**src/rtl/spi_tx_pkg.sv**
```systemverilog
// spi_tx_pkg: register map, status bit positions and FSM states shared by the SPI transmit feeder.
package spi_tx_pkg;
    localparam logic SPI_TX_REG_DATA = 1'b0;
    localparam logic SPI_TX_REG_CTRL = 1'b1;
    localparam int STAT_EMPTY = 0;
    localparam int STAT_FULL = 1;
    localparam int STAT_UNF = 2;
    localparam int STAT_OVF = 3;
    localparam int CTRL_CLR_BIT = 8;
    localparam logic [7:0] SPI_TX_IDLE_BYTE = 8'hFF;
    typedef enum logic [1:0] {ST_IDLE, ST_LOAD, ST_SHIFT} state_t;
    function automatic logic [31:0] status_word(logic [7:0] count, logic ovf, logic unf, logic full, logic empty);
        logic [3:0] flags;
        flags = '0;
        flags[STAT_OVF] = ovf;
        flags[STAT_UNF] = unf;
        flags[STAT_FULL] = full;
        flags[STAT_EMPTY] = empty;
        return {16'b0, count, 4'b0, flags};
    endfunction
endpackage

```
**src/rtl/spi_tx_fifo.sv**
```systemverilog
// spi_tx_fifo: DEPTH x 8 synchronous FIFO with show-ahead head; push into a full FIFO is
// accepted only when a pop frees a slot in the same cycle.
module spi_tx_fifo
    import spi_tx_pkg::*;
#(
    parameter int DEPTH = 8
) (
    input  logic       clock,
    input  logic       reset,
    input  logic       push,
    input  logic       pop,
    input  logic [7:0] din,
    output logic [7:0] dout,
    output logic       full,
    output logic       empty,
    output logic [7:0] count
);
    localparam int AW = $clog2(DEPTH);
    logic [7:0] mem_q [DEPTH];
    logic [AW-1:0] wr_q, wr_d, rd_q, rd_d;
    logic [7:0] cnt_q, cnt_d;
    logic do_push, do_pop;
    assign full = cnt_q == 8'(DEPTH);
    assign empty = cnt_q == 8'd0;
    assign count = cnt_q;
    assign dout = mem_q[rd_q];
    always_comb begin
        do_pop = pop && !empty;
        do_push = push && (!full || do_pop);
        wr_d = do_push ? wr_q + AW'(1) : wr_q;
        rd_d = do_pop ? rd_q + AW'(1) : rd_q;
        cnt_d = cnt_q + 8'(do_push) - 8'(do_pop);
    end
    always_ff @(posedge clock) begin
        if (do_push) mem_q[wr_q] <= din;
    end
    always_ff @(posedge clock or negedge reset) begin
        if (!reset) begin
            wr_q <= '0;
            rd_q <= '0;
            cnt_q <= '0;
        end else begin
            wr_q <= wr_d;
            rd_q <= rd_d;
            cnt_q <= cnt_d;
        end
    end
endmodule

```
**src/rtl/spi_tx_avalon_feeder.sv**
```systemverilog
// spi_tx_avalon_feeder: Avalon-fed FIFO shifted out MSB-first as an SPI mode-0 slave.
// Define SPI_TX_BYTECOUNT_EN to build the bytes_sent counter (ctrl read bits 15:0).
module spi_tx_avalon_feeder
    import spi_tx_pkg::*;
#(
    parameter int DEPTH = 8,
    parameter logic [7:0] IDLE_BYTE = SPI_TX_IDLE_BYTE
) (
    input  logic        clock,
    input  logic        reset,
    input  logic        io_Avalon_address,
    input  logic        io_Avalon_write,
    input  logic [31:0] io_Avalon_writedata,
    input  logic        io_Avalon_read,
    output logic [31:0] io_Avalon_readdata,
    input  logic        io_CS,
    input  logic        io_CLK,
    output logic        io_DO,
    output logic        io_DO_oe
);
    state_t state_q, state_d;
    logic [2:0] cs_sync_q, cs_sync_d, sck_sync_q, sck_sync_d, bitcnt_q, bitcnt_d;
    logic [7:0] shifter_q, shifter_d, idle_q, idle_d;
    logic [31:0] readdata_q, readdata_d;
    logic do_q, do_d, oe_q, oe_d, ovf_q, ovf_d, unf_q, unf_d;
    logic cs_fall, cs_rise, sck_rise, sck_fall, wr_data, wr_ctrl, clr, pop, unf_set;
    logic fifo_full, fifo_empty;
    logic [7:0] fifo_dout, fifo_count;
    logic [15:0] sent_val;
    logic unused_wdata;
    assign unused_wdata = ^io_Avalon_writedata[31:9];
    spi_tx_fifo #(.DEPTH(DEPTH)) u_fifo (
        .clock(clock),
        .reset(reset),
        .push(wr_data),
        .pop(pop),
        .din(io_Avalon_writedata[7:0]),
        .dout(fifo_dout),
        .full(fifo_full),
        .empty(fifo_empty),
        .count(fifo_count)
    );
    always_comb begin
        cs_sync_d = {cs_sync_q[1:0], io_CS};
        sck_sync_d = {sck_sync_q[1:0], io_CLK};
        cs_fall = !cs_sync_q[1] && cs_sync_q[2];
        cs_rise = cs_sync_q[1] && !cs_sync_q[2];
        sck_rise = sck_sync_q[1] && !sck_sync_q[2];
        sck_fall = !sck_sync_q[1] && sck_sync_q[2];
        state_d = state_q;
        bitcnt_d = bitcnt_q;
        shifter_d = shifter_q;
        pop = 1'b0;
        unf_set = 1'b0;
        if (cs_rise) begin
            state_d = ST_IDLE;
            bitcnt_d = '0;
            shifter_d = 8'hFF;
        end else if (state_q == ST_IDLE) begin
            state_d = cs_fall ? ST_LOAD : ST_IDLE;
        end else if (state_q == ST_LOAD) begin
            pop = !fifo_empty;
            unf_set = fifo_empty;
            shifter_d = fifo_empty ? idle_q : fifo_dout;
            bitcnt_d = '0;
            state_d = ST_SHIFT;
        end else begin
            bitcnt_d = sck_rise ? bitcnt_q + 3'd1 : bitcnt_q;
            // counter back at 0 on a fall means all 8 bits have been sampled
            if (sck_fall && bitcnt_q != 3'd0) shifter_d = {shifter_q[6:0], 1'b1};
            if (sck_fall && bitcnt_q == 3'd0) state_d = ST_LOAD;
        end
        wr_data = io_Avalon_write && io_Avalon_address == SPI_TX_REG_DATA;
        wr_ctrl = io_Avalon_write && io_Avalon_address == SPI_TX_REG_CTRL;
        clr = wr_ctrl && io_Avalon_writedata[CTRL_CLR_BIT];
        idle_d = wr_ctrl ? io_Avalon_writedata[7:0] : idle_q;
        ovf_d = (ovf_q && !clr) || (wr_data && fifo_full && !pop);
        unf_d = (unf_q && !clr) || unf_set;
        oe_d = !cs_sync_q[1];
        do_d = oe_d ? shifter_d[7] : 1'b1;
        readdata_d = !io_Avalon_read ? readdata_q :
                     io_Avalon_address == SPI_TX_REG_CTRL ? {8'b0, idle_q, sent_val} :
                     status_word(fifo_count, ovf_q, unf_q, fifo_full, fifo_empty);
    end
    always_ff @(posedge clock or negedge reset) begin
        if (!reset) begin
            state_q <= ST_IDLE;
            cs_sync_q <= 3'b111;
            sck_sync_q <= 3'b000;
            bitcnt_q <= '0;
            shifter_q <= 8'hFF;
            idle_q <= IDLE_BYTE;
            ovf_q <= 1'b0;
            unf_q <= 1'b0;
            oe_q <= 1'b0;
            do_q <= 1'b1;
            readdata_q <= '0;
        end else begin
            state_q <= state_d;
            cs_sync_q <= cs_sync_d;
            sck_sync_q <= sck_sync_d;
            bitcnt_q <= bitcnt_d;
            shifter_q <= shifter_d;
            idle_q <= idle_d;
            ovf_q <= ovf_d;
            unf_q <= unf_d;
            oe_q <= oe_d;
            do_q <= do_d;
            readdata_q <= readdata_d;
        end
    end
`ifdef SPI_TX_BYTECOUNT_EN
    logic [15:0] sent_q, sent_d;
    always_comb sent_d = sent_q + 16'(state_q == ST_SHIFT && !cs_rise && sck_fall && bitcnt_q == 3'd0);
    always_ff @(posedge clock or negedge reset) begin
        if (!reset) sent_q <= '0;
        else sent_q <= sent_d;
    end
    assign sent_val = sent_q;
`else
    assign sent_val = '0;
`endif
    assign io_DO = do_q;
    assign io_DO_oe = oe_q;
    assign io_Avalon_readdata = readdata_q;
endmodule

```
**config.mk**
```make
export PLATFORM = sky130hd
export DESIGN_NAME = spi_tx_avalon_feeder
export DESIGN_NICKNAME = d
export VERILOG_FILES = /design/src/rtl/spi_tx_pkg.sv /design/src/rtl/spi_tx_fifo.sv /design/src/rtl/spi_tx_avalon_feeder.sv
export SDC_FILE = /design/constraint.sdc
export NUM_CORES = 1
export LEC_CHECK = 0
export ABC_AREA = 1
export CORE_UTILIZATION = 55
export CTS_CLUSTER_DIAMETER = 200
export DETAILED_ROUTE_END_ITERATION = 7
export PLACE_DENSITY = 0.79
export SLEW_MARGIN = 20
export SYNTH_ARGS = -nofsm -noshare
export SYNTH_HDL_FRONTEND = slang
export SYNTH_SLANG_ARGS = --single-unit
```
**constraint.sdc**
```tcl
create_clock -name clock -period 2.85 [get_ports clock]
set_input_delay 0.285 -clock clock [delete_from_list [all_inputs] [get_ports clock]]
set_output_delay 0.285 -clock clock [all_outputs]
set_load 0.01 [all_outputs]
```
* Word-level counts from Yosys, hierarchy flattened
Memory sizes are Yosys's and may differ from the RTL's. Index checks and enable logic that the tools add are counted.
Word-level totals: RAM bits 64, bits in registers 77, output and inout bits 34, input bits 39, memories kept 1, word-level logic and storage cells 84
Operators by class: bitwise operators 1, reductions and logical operators 35, equality and inequality tests 3, multiplexer cells 24, $add $sub $neg 5
Memories:
- u_fifo.mem_q | depth 8, width 8, read ports 1, clocked after memory_dff 0, wr ports 1, RTL line spi_tx_fifo.sv:19 | logic [7:0] mem_q [DEPTH];
Operators by type and width (number):
- $mux 8 | 5
- $mux 24 | 1
- $logic_and 1x1->1 | 15
- $mux 3 | 4
- $mux 1 | 10
- $add 3x1->3 const B | 3
- $reduce_bool 3->1 | 3
- $add 8x1->8 | 1
- $eq 8x4->1 const B | 1
- $logic_not 1->1 | 8
- $logic_not 8->1 | 1
- $mux 2 | 4
- $sub 8x1->8 | 1
- $reduce_and 2->1 | 2
- $reduce_bool 4->1 | 1
- $logic_not 3->1 | 1
- $logic_or 1x1->1 | 3
- $eq 2x1->1 const B | 1
- $logic_not 2->1 | 1
- $ne 2x2->1 const B | 1
- $not 1->1 | 1

* Longest topological paths before layout
depth in word-level cells 10, gate-level depth with buffers 17, depth with buffers taken out 17

* Hierarchy
From an unflattened synthesis, not the netlist that was laid out.
Unflattened totals: cell total of the unflattened synthesis 586, area, all modules 5850.6 µm²
Modules (own cells, without submodules):
- spi_tx_fifo | seq. area each 2272.2 µm², cells an instance 326, area each 3490.8 µm², instances 1
- spi_tx_avalon_feeder | seq. area each 1301.2 µm², cells an instance 260, area each 2359.8 µm², instances 1

* Worst setup path after synthesis
Ideal clock, no wire load.
path kind flip-flop to flip-flop, start point register u_fifo.cnt_q[4], in the netlist u_fifo.count[4], end point register u_fifo.cnt_q[6], in the netlist u_fifo.count[6], period minus slack after synthesis 2.412 ns, arrival 2.332 ns, stages on the path, launching flop included 17, library setup time 0.079 ns, buffers on the path 0, data required time 2.771 ns, slack 0.438 ns, cell sequence dfrtp_1 -> inv_1 -> ha_1 -> nand2_1 -> nor2_1 -> nand2_4 -> nand2_4 -> inv_1 -> ha_1 -> inv_1 -> ha_1 -> inv_1 -> fa_1 -> inv_1 -> nand4_1 -> nand3_1 -> xor2_1
On the way: word-level cells in the longest chain between the ends 10, elaborated cells on any way between the ends 12, classes of those cells add/sub: 2; eq/ne: 1; mux: 3; reduce/logical: 6
Ends and longest elaborated chain:
- from (decl) | RTL line spi_tx_fifo.sv:21 | logic [7:0] cnt_q, cnt_d;
- from (signal assigned) | RTL line spi_tx_fifo.sv:45 | cnt_q <= cnt_d;
- $logic_not 8->1 * | RTL line spi_tx_fifo.sv:24 | assign empty = cnt_q == 8'd0;
- $logic_not 1->1 * | RTL line spi_tx_fifo.sv:28, spi_tx_avalon_feeder.sv:62
- $mux 1 | RTL line spi_tx_avalon_feeder.sv:61 | end else if (state_q == ST_LOAD) begin
- $mux 1 | RTL line spi_tx_avalon_feeder.sv:59 | end else if (state_q == ST_IDLE) begin
- $mux 1 | RTL line spi_tx_avalon_feeder.sv:55 | if (cs_rise) begin
- $logic_and 1x1->1 * | RTL line spi_tx_fifo.sv:28 | do_pop = pop && !empty;
- via u_fifo.do_pop | RTL line spi_tx_fifo.sv:22 | logic do_push, do_pop;
- $logic_or 1x1->1 | RTL line spi_tx_fifo.sv:29 | do_push = push && (!full || do_pop);
- $logic_and 1x1->1 | RTL line spi_tx_fifo.sv:29
- $add 8x1->8 | RTL line spi_tx_fifo.sv:32 | cnt_d = cnt_q + 8'(do_push) - 8'(do_pop);
- $sub 8x1->8 * | RTL line spi_tx_fifo.sv:32
- via u_fifo.cnt_d[6] | RTL line spi_tx_fifo.sv:21
The timed path passes the listed nets; every way through them passes the cells marked *. A chain may end at the register's enable or synchronous reset.

* Worst setup path in the final report
start point register u_fifo.cnt_q[5], in the netlist u_fifo.count[5], end point register u_fifo.cnt_q[6], in the netlist u_fifo.count[6]
The elaborated chain is that of the path after synthesis.

==> results.sh <==
export IMPL_whs_path_depth=1
export IMPL_synth_enable_flop_cells=64
export IMPL_num_antenna_cells=0
export IMPL_cts_path_max_buffers=2
export IMPL_cell_with_the_most_instances_after_synthesis="nand2_1"
export IMPL_syn_area_per_cell_um2=10.6
export IMPL_worst_setup_path_type="reg -> reg"
export IMPL_grt_first_pass_wirelength_mm=19.5
export IMPL_crit_reg2reg_capture="u_fifo.count[6]$_DFF_PN0_"
export IMPL_yosysSeqAreaShare_pct=63.0
export IMPL_final_nets=642
export IMPL_finalPower_mw=6.87
export IMPL_power_density_cell_area_mw_per_mm2=1010
export IMPL_nFillCells=691
export IMPL_avgRoutedWirePerCell_um=16.1
export IMPL_cts_repair_timing_setup_buffer_count=0
export IMPL_dp_final_hpwl_mm=7.48
export IMPL_rrSetupSlack_ns=0.21
export IMPL_worstPathMaxFanout=4
export IMPL_clk_pin_slew_worst_paths_ns=0.06
export IMPL_netlist_top_cells_count="141 x nand2_1, 64 x edfxtp_1, 47 x nand3_1"
export IMPL_fraction_of_the_cycle_the_final_worst_path_needs_pct=92.7
export IMPL_max_slew_worst_pin_slew_ns=0.805
export IMPL_buffers_plus_inverters_on_the_worst_setup_path=5
export IMPL_maxCapViolations=0
export IMPL_detail_route_first_pass_iterations=6
export IMPL_slew_headroom_pct=46.4
export IMPL_first_global_vias=4037
export IMPL_final_min_clock_period_ns=2.64
export IMPL_worstSetupStartpointType="flip-flop"
export IMPL_timing_hold_worst_class="in -> reg"
export IMPL_port_buffer_count=37
export IMPL_crit_cells=16
export IMPL_irDropWorstVdd_mv=0.741
export IMPL_synth_yosys_warnings=0
export IMPL_dominantRegCellSynth="edfxtp_1"
export IMPL_outcome="finished, final reports clean"
export IMPL_postSynthCellCount=536
export IMPL_cpPeakStageDelay_ns=0.41
export IMPL_syn_to_final_growth_pct=20.0
export IMPL_fp_dieW_um=104
export IMPL_cpMostUsedCell="inv_1"
export IMPL_grt_overflow=0
export IMPL_grt_total_usage_pct=23.3
export IMPL_crit_family="adder cells"
export IMPL_clock_skew_ns=0.00680
export IMPL_initialDrtViolationCount=304
export IMPL_fmaxAchievable_mhz=378
export IMPL_cts_inserted_buffers=17
export IMPL_num_rows=36
export IMPL_min_from="io_CS"
export IMPL_cell_at_the_root_of_the_clock_tree="clkbuf_8"
export IMPL_crit_path_top_delay_cell="fa_1"
export IMPL_cp_data_arrival_time_ns=3.08
export IMPL_holdPathEnd="cs_sync_q[0]$_DFF_PN1_"
export IMPL_yosys_cell_types_count=35
export IMPL_cts_tree="done"
export IMPL_netlist_area_mm2=0.00567
export IMPL_route_detailed_vias_per_inst=5.44
export IMPL_clock_tree_htree_level_count=4
export IMPL_tritoncts_num_sinks=129
export IMPL_timing_final_max_slew_violations=0
export IMPL_clock_insertion_delay_worst_skew_ns=0.52
export IMPL_yosys_area_top_type="edfxtp_1"
export IMPL_initial_utilization_pct=57.5
export IMPL_drive_gt1_share_pct=14.9
export IMPL_drc=0
export IMPL_globalplace_congestion=0.847
export IMPL_endpoint_kind="flip-flop"
export IMPL_route_vias_total=3984
export IMPL_antenna_left=0
export IMPL_drt_wl_total_mm=11.8
export IMPL_synth_top_area_share_pct=33.9
export IMPL_setup_violations=0
export IMPL_reg2regPathDepth=16
export IMPL_hold_violations=0
export IMPL_synth_async_sr_flop_share_pct=50.4
export IMPL_critPathRequiredTime_ns=3.29
export IMPL_crit_chain="inv_1, ha_1, nand2_1, nor2_2, nand2_4, nand2_4, inv_1, ha_1, inv_1, ha_1, inv_1, fa_1, inv_1, nand4_1, nand3_1, xor2_1"
export IMPL_grt_setup_unrepaired="no"
export IMPL_coreArea_mm2=0.00986
export IMPL_synth_top_cells_by_area="edfxtp_1 34%, dfrtp_1 20%, nand2_1 9.3%"
export IMPL_worstReg2RegStart="u_fifo.count[5]$_DFF_PN0_"
export IMPL_pin_count_of_the_biggest_net_entering_global_routing=66
export IMPL_p_leak_nw=2.96
export IMPL_totalNegativeSetupSlack_ns=0
export IMPL_io_pins=73
export IMPL_fp_dieArea_mm2=0.0107
export IMPL_fp_dieH_um=104
export IMPL_ys_seq_elements=129
export IMPL_antenna_violations_before_repair=0
## sequential cells by signal, summed over array words and instances (netlist names)
| signal | flops |
|---|---|
| u_fifo.wr_q | 3 |
| unf_q | 1 |
| u_fifo.mem_q | 64 |
| idle_q | 8 |
| shifter_q | 8 |
| bitcnt_q | 3 |
| io_DO | 1 |
| state_q | 2 |
| cs_sync_q | 3 |
| u_fifo.count | 8 |
| sck_sync_q | 3 |
| ovf_q | 1 |
| io_Avalon_readdata | 20 |
| u_fifo.rd_q | 3 |
| io_DO_oe | 1 |
## area by class of cell
type	instances	area (um2)	share of cell area [%]
flip-flops and latches	129	3570	52.5
multi-input cells	339	1790	26.4
clock buffers	21	497	7.30
repair buffers	47	443	6.51
inverters	52	195	2.87
well taps	133	166	2.45
clock inverters	11	134	1.97
## worst register-to-register path, stage by stage (launching register included)
cell	delay (ns)
dfrtp_1	0.38
inv_1	0.12
ha_1	0.16
nand2_1	0.09
nor2_2	0.14
nand2_4	0.07
nand2_4	0.10
inv_1	0.10
ha_1	0.28
inv_1	0.06
ha_1	0.16
inv_1	0.06
fa_1	0.41
inv_1	0.10
nand4_1	0.11
nand3_1	0.10
xor2_1	0.14
## logic make-up after synthesis
logic type      after synthesis  share of synthesized area (%)
fa+ha+maj                    17                           3.89
buf+inv                      79                           6.09
mux                           8                           1.59
flops                       129                           63.0
simple gates                220                           16.9
xor+xnor                      8                           1.24
compound gates               74                           7.17
other cells                   1                         0.0662
## how the worst max path moves through the flow
stage	start	endpoint	slack, ns
finish	u_fifo.count[5]$_DFF_PN0_	u_fifo.count[6]$_DFF_PN0_	0.21
global route	u_fifo.count[5]$_DFF_PN0_	u_fifo.count[6]$_DFF_PN0_	0.006
CTS	u_fifo.count[5]$_DFF_PN0_	u_fifo.count[6]$_DFF_PN0_	0.19
detailed placement	u_fifo.count[5]$_DFF_PN0_	u_fifo.count[6]$_DFF_PN0_	0.22
global placement	u_fifo.count[5]$_DFF_PN0_	u_fifo.count[6]$_DFF_PN0_	0.30
floorplan	u_fifo.count[4]$_DFF_PN0_	u_fifo.count[6]$_DFF_PN0_	0.44
## per-layer routing
layer | vias up | part of all wire (%) | global-route usage (%)
li1 | 1877 | - | -
met1 | 1949 | 41 | 29.9
met2 | 141 | 53 | 39.6
met3 | 17 | 4.6 | 4.28
met4 | 0 | 1.3 | 8.90
met5 | - | 0 | 0
## repair_timing
action                     CTS  global route
hold buffers                 1             0
setup endpoints to repair    0             1
hold endpoints to repair    45             0
gates resized for setup      0             2
## metrics by stage
stage | setup slack, ns | cells | hold WS [ns] | instance area (um2) | utilization [%]
6_report | 0.207 | 732 | 0.182 | 6800 | 68.9
3_5_place_dp | 0.218 | 699 | 0.346 | 6160 | 62.4
4_1_cts | 0.190 | 732 | 0.168 | 6800 | 68.9
5_1_grt | 0.00639 | 732 | 0.172 | 6800 | 68.9
2_1_floorplan | 0.438 | 547 | -0.0106 | 5710 | -
3_3_place_gp | 0.301 | 699 | 0.335 | 6160 | 62.4
## power breakdown
part	internal (mW)	switching, mW
combinational	0.745	1.28
clock	1.43	0.845
sequential	2.34	0.229
## placed cells by master (no fill, tap or decap), drive strengths merged, types with 4 or more instances in the layout
cell type and n:
nor2 19, dfstp 20, xor2 7, conb 12, a31oi 10, buf 10
mux2 8, dfrtp 45, nand3 47, a21oi 21, ha 16, inv 59
clkdlybuf4s50 36, o21ai 38, edfxtp 64, clkbuf 21, nand2 144, nor3 4
Note: power is estimated with default switching activity, not from simulation.
